`config.mk`:
```
export PLATFORM = sky130hd
export DESIGN_NAME = alu_exec_unit
export DESIGN_NICKNAME = d
export VERILOG_FILES = /design/src/rtl/alu_exec_unit.sv
export SDC_FILE = /design/constraint.sdc
export NUM_CORES = 1
export LEC_CHECK = 0
export ABC_AREA = 1
export CORE_ASPECT_RATIO = 1.1
export CORE_MARGIN = 5
export CORE_UTILIZATION = 55
export DETAILED_ROUTE_END_ITERATION = 8
export HOLD_SLACK_MARGIN = 0.06
export PLACE_DENSITY = 0.91
export SETUP_SLACK_MARGIN = 0.02
export SYNTH_ARGS = -nofsm -noshare
export SYNTH_HDL_FRONTEND = slang
export SYNTH_SLANG_ARGS = --single-unit
```
`constraint.sdc`:
```
create_clock -name clk -period 2.05 [get_ports clk]
set_input_delay 0.3075 -clock clk [delete_from_list [all_inputs] [get_ports clk]]
set_output_delay 0.3075 -clock clk [all_outputs]
set_load 0.01 [all_outputs]
```
`src/rtl/alu_exec_unit.sv`:
```
// Execute-stage ALU: single-cycle add/sub/xor and an iterative one-bit-per-cycle shifter.
// Define ALU_EXEC_FASTSHIFT_EN to use a single-cycle barrel shifter instead (busy tied low).
module alu_exec_unit #(
    parameter int WIDTH = 32,
    parameter int SHW   = 5
) (
    input  logic             clk,
    input  logic             rst_n,
    input  logic             start,
    input  logic [3:0]       aluCtrl,
    input  logic [WIDTH-1:0] opA,
    input  logic [WIDTH-1:0] opB,
    output logic             busy,
    output logic             done,
    output logic [WIDTH-1:0] result,
    output logic             zero,
    output logic             illegal
);
    localparam logic [3:0] CTRL_ADD = 4'b0010;
    localparam logic [3:0] CTRL_SUB = 4'b0110;
    localparam logic [3:0] CTRL_XOR = 4'b0011;
    localparam logic [3:0] CTRL_SRL = 4'b0100;
    localparam logic [3:0] CTRL_SLL = 4'b0101;

    logic [SHW-1:0]   amt;
    logic [WIDTH-1:0] imm_result;
    logic             imm_illegal;
    logic             accept_imm;
    logic             finish_shift;
    logic [WIDTH-1:0] shift_final;
    logic [WIDTH-1:0] result_d, result_q;
    logic             zero_d, zero_q;
    logic             illegal_d, illegal_q;
    logic             done_d, done_q;

    assign amt = opB[SHW-1:0];

    // NOTE: every combinational output is given a default first, so no path can infer a latch.
    always_comb begin
        imm_result  = '0;
        imm_illegal = 1'b0;
        case (aluCtrl)
            CTRL_ADD: imm_result = opA + opB;
            CTRL_SUB: imm_result = opA - opB;
            CTRL_XOR: imm_result = opA ^ opB;
`ifdef ALU_EXEC_FASTSHIFT_EN
            CTRL_SRL: imm_result = opA >> amt;
            CTRL_SLL: imm_result = opA << amt;
`else
            // Only reached for a zero shift amount; nonzero shifts go iterative.
            CTRL_SRL, CTRL_SLL: imm_result = opA;
`endif
            default:  imm_illegal = 1'b1;
        endcase
    end

`ifdef ALU_EXEC_FASTSHIFT_EN
    assign busy         = 1'b0;
    assign accept_imm   = start;
    assign finish_shift = 1'b0;
    assign shift_final  = '0;
`else
    typedef enum logic {S_IDLE, S_SHIFT} state_e;

    state_e           state_q, state_d;
    logic [SHW-1:0]   cnt_q, cnt_d;
    logic [WIDTH-1:0] shreg_q, shreg_d;
    logic             dir_left_q, dir_left_d;
    logic             is_shift;
    logic             launch;

    assign is_shift     = (aluCtrl == CTRL_SRL) || (aluCtrl == CTRL_SLL);
    assign launch       = (state_q == S_IDLE) && start && is_shift && (amt != '0);
    assign accept_imm   = (state_q == S_IDLE) && start && !launch;
    assign finish_shift = (state_q == S_SHIFT) && (cnt_q == SHW'(1));
    assign shift_final  = dir_left_q ? {shreg_q[WIDTH-2:0], 1'b0} : {1'b0, shreg_q[WIDTH-1:1]};

    always_ff @(posedge clk or negedge rst_n) begin
        if (!rst_n) state_q <= S_IDLE;
        else        state_q <= state_d;
    end

    always_comb begin
        state_d = state_q;
        if (launch)            state_d = S_SHIFT;
        else if (finish_shift) state_d = S_IDLE;
    end

    always_comb begin
        busy = (state_q == S_SHIFT);
    end

    always_comb begin
        cnt_d      = cnt_q;
        shreg_d    = shreg_q;
        dir_left_d = dir_left_q;
        if (launch) begin
            cnt_d      = amt;
            shreg_d    = opA;
            dir_left_d = (aluCtrl == CTRL_SLL);
        end else if (state_q == S_SHIFT) begin
            cnt_d   = cnt_q - SHW'(1);
            shreg_d = shift_final;
        end
    end

    always_ff @(posedge clk or negedge rst_n) begin
        if (!rst_n) begin
            cnt_q      <= '0;
            shreg_q    <= '0;
            dir_left_q <= 1'b0;
        end else begin
            cnt_q      <= cnt_d;
            shreg_q    <= shreg_d;
            dir_left_q <= dir_left_d;
        end
    end
`endif

    // Architectural outputs move only on a completion edge.
    always_comb begin
        result_d  = result_q;
        zero_d    = zero_q;
        illegal_d = illegal_q;
        done_d    = 1'b0;
        if (finish_shift) begin
            result_d  = shift_final;
            zero_d    = (shift_final == '0);
            illegal_d = 1'b0;
            done_d    = 1'b1;
        end else if (accept_imm) begin
            result_d  = imm_result;
            zero_d    = (imm_result == '0);
            illegal_d = imm_illegal;
            done_d    = 1'b1;
        end
    end

    // NOTE: sequential state uses non-blocking assignments so every flop samples pre-edge values.
    always_ff @(posedge clk or negedge rst_n) begin
        if (!rst_n) begin
            result_q  <= '0;
            zero_q    <= 1'b1;
            illegal_q <= 1'b0;
            done_q    <= 1'b0;
        end else begin
            result_q  <= result_d;
            zero_q    <= zero_d;
            illegal_q <= illegal_d;
            done_q    <= done_d;
        end
    end

    assign result  = result_q;
    assign zero    = zero_q;
    assign illegal = illegal_q;
    assign done    = done_q;
endmodule

```
==> metrics.yaml, run 1 <==
synth:
  yosys.area.top_type: "dfrtp_1"
  synthCells: 1223
  postSynthAreaPerCell_um2: 6.358
  async_flop_share_pct: 100.0
  synth.top_cell.area_share_pct: 23.49
  syn-cell-area_mm2: 0.007776
  seq_area_frac_synth_pct: 23.83
  yosys_warnings: 0
  synth_flop_cell: "dfrtp_1"
  synth_area_leaders: "dfrtp_1, nand2_1, inv_1, ha_1, o221ai_1"
  synth_edf_count: 0
  synth.distinct_cells: 48
  synth.ff_latch_count: 74
  synthesis.nets: 1330
run_status:
  stop_stage: "5_1_grt"
  status: "did not finish"
  toolErrorMsg: "[ERROR GRT-0116] Global routing finished with congestion. Check the congestion regions in the DRC Viewer."
die:
  rows: 45
  io_pins: 107
  die_x_um: 123.4
  start_util_pct: 56.14
  die_y_um: 134.7
clock_network:
  h-tree-depth: 3
  clockBufferDepth: 2
  cts_root_buf: "clkbuf_16"
  cts.sinks: 74
  cts_buffers: 9
global_routing:
  grt_max_degree: 55
  grtUsageTotal_pct: 68.20
  grt_pass1_wl_um: 85390
  grt_pass1_vias: 14440
  grt-ovfl-total: 6
placement:
  dp.final_hpwl_um: 26970
  numPortBuffers: 106
  place_area_mm2: 0.01125
  gp_congestion: 1.089
==> timing repair <==
item                       in CTS
setup endpoints to repair      74
setup buffers                  37
gates resized for setup       207
pin swaps                      70
hold buffers                    1
hold endpoints to repair       52
cloned                          1
==> synthesized netlist by cell type, types with 10 or more instances <==
cell type and count:
inv_1 179, o221ai_1 42, nor3_1 13, ha_1 35
nand3b_1 13, nand4_1 20, nor2_2 11, o211ai_1 26
nand3_1 65, inv_2 14, nand2_2 19, clkbuf_1 19
nor2_1 89, a32oi_1 20, nand2_1 391, a21oi_1 40
o21ai_0 28, buf_2 16, xor2_1 32, mux2i_1 10
dfrtp_1 73
==> cells by family after synthesis <==
group | count (synthesis) | share of synthesized area (%)
flops | 74 | 23.83
fa+ha+maj | 36 | 5.889
mux | 10 | 1.287
simple gates | 647 | 36.33
buf+inv | 233 | 11.60
xor+xnor | 38 | 4.280
compound gates | 185 | 16.78
==> per-stage QoR <==
| step | std cells | setup WS, ns |
|---|---|---|
| after floorplan | 1223 | -0.9657 |
| after detailed placement | 1747 | -2.239 |
| after CTS | 1800 | -1.475 |
| after global placement | 1747 | -1.957 |
==> routing by layer <==
layer,track usage (%),GRT overflow
met5,21.56,0
met4,64.43,2
met3,54.46,0
met2,84.74,4
met1,67.97,0
==> run 2: changes to the inputs <==
==> config.mk (replaced) <==
export PLATFORM = sky130hd
export DESIGN_NAME = alu_exec_unit
export DESIGN_NICKNAME = d
export VERILOG_FILES = /design/src/rtl/alu_exec_unit.sv
export SDC_FILE = /design/constraint.sdc
export NUM_CORES = 1
export LEC_CHECK = 0
export ABC_AREA = 1
export CORE_MARGIN = 5
export CORE_UTILIZATION = 40
export DETAILED_ROUTE_END_ITERATION = 8
export PLACE_DENSITY_LB_ADDON = 0.15
export SYNTH_ARGS = -nofsm -noshare
export SYNTH_HDL_FRONTEND = slang
export SYNTH_SLANG_ARGS = --single-unit
==> run 2 against run 1 <==
Net effect:
- the flow now finishes, with violations (setup timing)
- area after synthesis is the same
- synthesized cell count unchanged
==> metrics.yaml, run 2 <==
setup_path:
  worstSetupPathType: "input pin to register"
  arrival_ns: 3.56
  start_kind: "input pin"
  crit_path_end_kind: "register"
  r2r_slack_ns: 0.04
  required_ns: 2.32
  critPathMaxFanout: 5
synth:
  synth_edf_count: 0
  synth.top_cell.area_share_pct: 23.49
  yosys.area.top_type: "dfrtp_1"
  synth_compound_area_share_pct: 16.78
  synth_top_family_by_area: "simple AND/OR/NAND/NOR gates"
  synth.ff_latch_count: 74
  yosys-top-cells-count: "nand2_1, inv_1, nor2_1"
  synth.most_common_cell: "nand2_1"
  seq_area_frac_synth_pct: 23.83
  synth.distinct_cells: 48
  synth_mux_area_share_pct: 1.287
  synth-xor-area-share_pct: 4.280
  synth_fa_ha_area_share_pct: 5.889
  synthCells: 1223
  syn-cell-area_mm2: 0.007776
  synthSimpleGateAreaFrac_pct: 36.33
  yosys_warnings: 0
  async_flop_share_pct: 100.0
  synth_flop_cell: "dfrtp_1"
  synth_area_leaders: "dfrtp_1, nand2_1, inv_1, ha_1, o221ai_1"
  synthesis.nets: 1330
  postSynthAreaPerCell_um2: 6.358
die:
  die-area_mm2: 0.02233
  die_y_um: 149.4
  rows: 51
  start_util_pct: 40.35
  die_x_um: 149.4
  core_area_mm2: 0.01927
  io_pins: 107
routing:
  route.vias.total: 9802
  vias_per_cell: 5.186
  wl_per_cell_um: 16.95
  wl_um: 32040
  firstDrtPassIters: 5
  drt_iter0_markers: 662
  drcViolationCount: 0
  ant_nets: 0
global_routing:
  grt_pass1_wl_um: 49170
  grt-ovfl-total: 0
  grt_pass1_vias: 9297
  antenna_found_initial: 0
  grt_max_degree: 54
  grtUsageTotal_pct: 28.02
sta:
  fin_crit_sh_pct: 160.2
  fin_ws_ns: -1.235
  drv_slew: 0
  worst_pin_slew_ns: 0.5763
  finalSetupViolCount: 32
  fmax_ghz: 0.3044
  min_period_ns: 3.285
  hold_violations: 0
  grt_setup_unrepaired: "yes"
  relSlewSlack_pct: 61.58
  fin_skew_ns: 0.003778
placement:
  numPortBuffers: 106
  dp.final_hpwl_um: 25170
  pre_cts_ws_ns: -2.276
  gp_congestion: 0.9804
  place_area_mm2: 0.01141
job:
  cap_violations: 0
run_status:
  violations: "setup timing"
  status: "finished with violations"
clock_network:
  cts.sinks: 74
  cts_root_buf: "clkbuf_16"
  cts_tree: "yes"
  cts_buffers: 9
  h-tree-depth: 3
  clkTransAtPathRegs_ns: 0.05
  clockBufferDepth: 2
  clk_latency_ns: 0.34
cells_and_area:
  nets: 1728
  final_common_cell: "nand2_1"
  final_area_mm2: 0.01301
  mostFrequentLayoutCells: "nand2_1, buf_4, inv_1, clkdlybuf4s50_1, nand2_2"
  antenna_cells: 0
  area_growth_pct: 67.26
  drive_gt1_share_pct: 39.45
pwr:
  cellLeakagePower_nw: 6.368
  peakVddDrop_mv: 0.4101
  total_power_mw: 10.56
  p_per_area_mw_per_mm2: 811.6
worst_hold_path:
  hp-class: "input pin to register"
-- run 2: cell counts after synthesis --
Identical to the previous run, type by type.
-- run 2: worst paths after layout --
| check | start | cells after the start | endpoint |
|---|---|---|---|
| setup / recovery | opB[0] | 27 | zero |
| setup reg to reg | dir_left_q | 6 | zero |
| min in group asynchronous | rst_n | 2 | cnt_q[3] |
| hold / removal | opB[0] | 4 | cnt_q[0] |
| hold reg to reg | cnt_q[1] | 2 | cnt_q[1] |
| max in group asynchronous | rst_n | 3 | result[21] |
-- run 2: worst max-delay path, cell delays in order --
cell and delay [ns]:
buf_12 0.11, buf_6 0.11, nor3_4 0.22, nand2_2 0.12, nor3_4 0.17, nand3_2 0.14
nor3_4 0.18, buf_6 0.14, nand2_4 0.04, nand2_2 0.05, xor2_1 0.16, inv_1 0.09
ha_4 0.33, nand2_8 0.08, nor2_4 0.13, nand2_2 0.07, nor2_1 0.12, nand2_1 0.11
nand3_2 0.11, nand2_2 0.07, nand3_4 0.08, nand2_4 0.07, nor3_4 0.19, nand3_2 0.08
nor2_1 0.09, nand2_1 0.07, a21oi_2 0.11
-- run 2: cells by family after synthesis --
| logic type | Yosys count |
|---|---|
| flip-flops | 74 |
| adder cells (fa/ha/maj) | 36 |
| AO/OA/AOI/OAI | 185 |
| AND/OR/NAND/NOR | 647 |
| buffers and inverters | 233 |
| multiplexers | 10 |
| XOR/XNOR | 38 |
-- run 2: repair_timing --
item / in CTS / in global routing
setup endpoints to repair: 72 / 34
hold buffers: 1 / 0
endpoints found under the hold margin: 39 / 0
resized for setup: 185 / 130
pin swaps: 86 / 102
buffers inserted: 27 / 16
gates cloned: 2 / 0
-- run 2: layout make-up --
| cell class | count | area (um^2) |
|---|---|---|
| multi-input combinational | 916 | 6181 |
| clock buffer | 12 | 246.5 |
| inverter | 194 | 770.7 |
| clock inverter | 3 | 40.04 |
| timing repair inverter | 1 | 6.256 |
| sequential | 74 | 1853 |
| tap | 265 | 331.6 |
| timing repair buffer | 425 | 3577 |
| fill | 1662 | 6265 |
-- run 2: per-stage QoR --
stage	setup TNS (ns)	std cells	util [%]	hold WS (ns)
2_1_floorplan	-15.37	1223	-	0.01191
3_3_place_gp	-71.72	1831	59.22	0.3374
3_5_place_dp	-73.94	1831	59.22	0.3358
4_1_cts	-26.26	1876	64.88	0.2604
5_1_grt	-29.97	1890	67.49	0.3614
6_report	-25.21	1890	67.49	0.3626
-- run 2: report_power, final --
part | leakage, nW | internal [mW] | switching [mW]
Sequential | 0.953 | 2.14 | 0.442
Clock | 0.142 | 0.964 | 0.566
Combinational | 5.27 | 3.04 | 3.40
-- run 2: layer usage --
| layer | GRT usage, % | routed length [um] | vias up | part of all wire (%) |
|---|---|---|---|---|
| met2 | 44.25 | 14650 | 326 | 46 |
| met1 | 40.02 | 14530 | 4594 | 45 |
| met3 | 3.755 | 1966 | 53 | 6.1 |
| met5 | 0 | 0 | - | 0 |
| li1 | - | - | 4829 | - |
| met4 | 8.421 | 897 | 0 | 2.8 |
(Power assumes the default switching activity.)
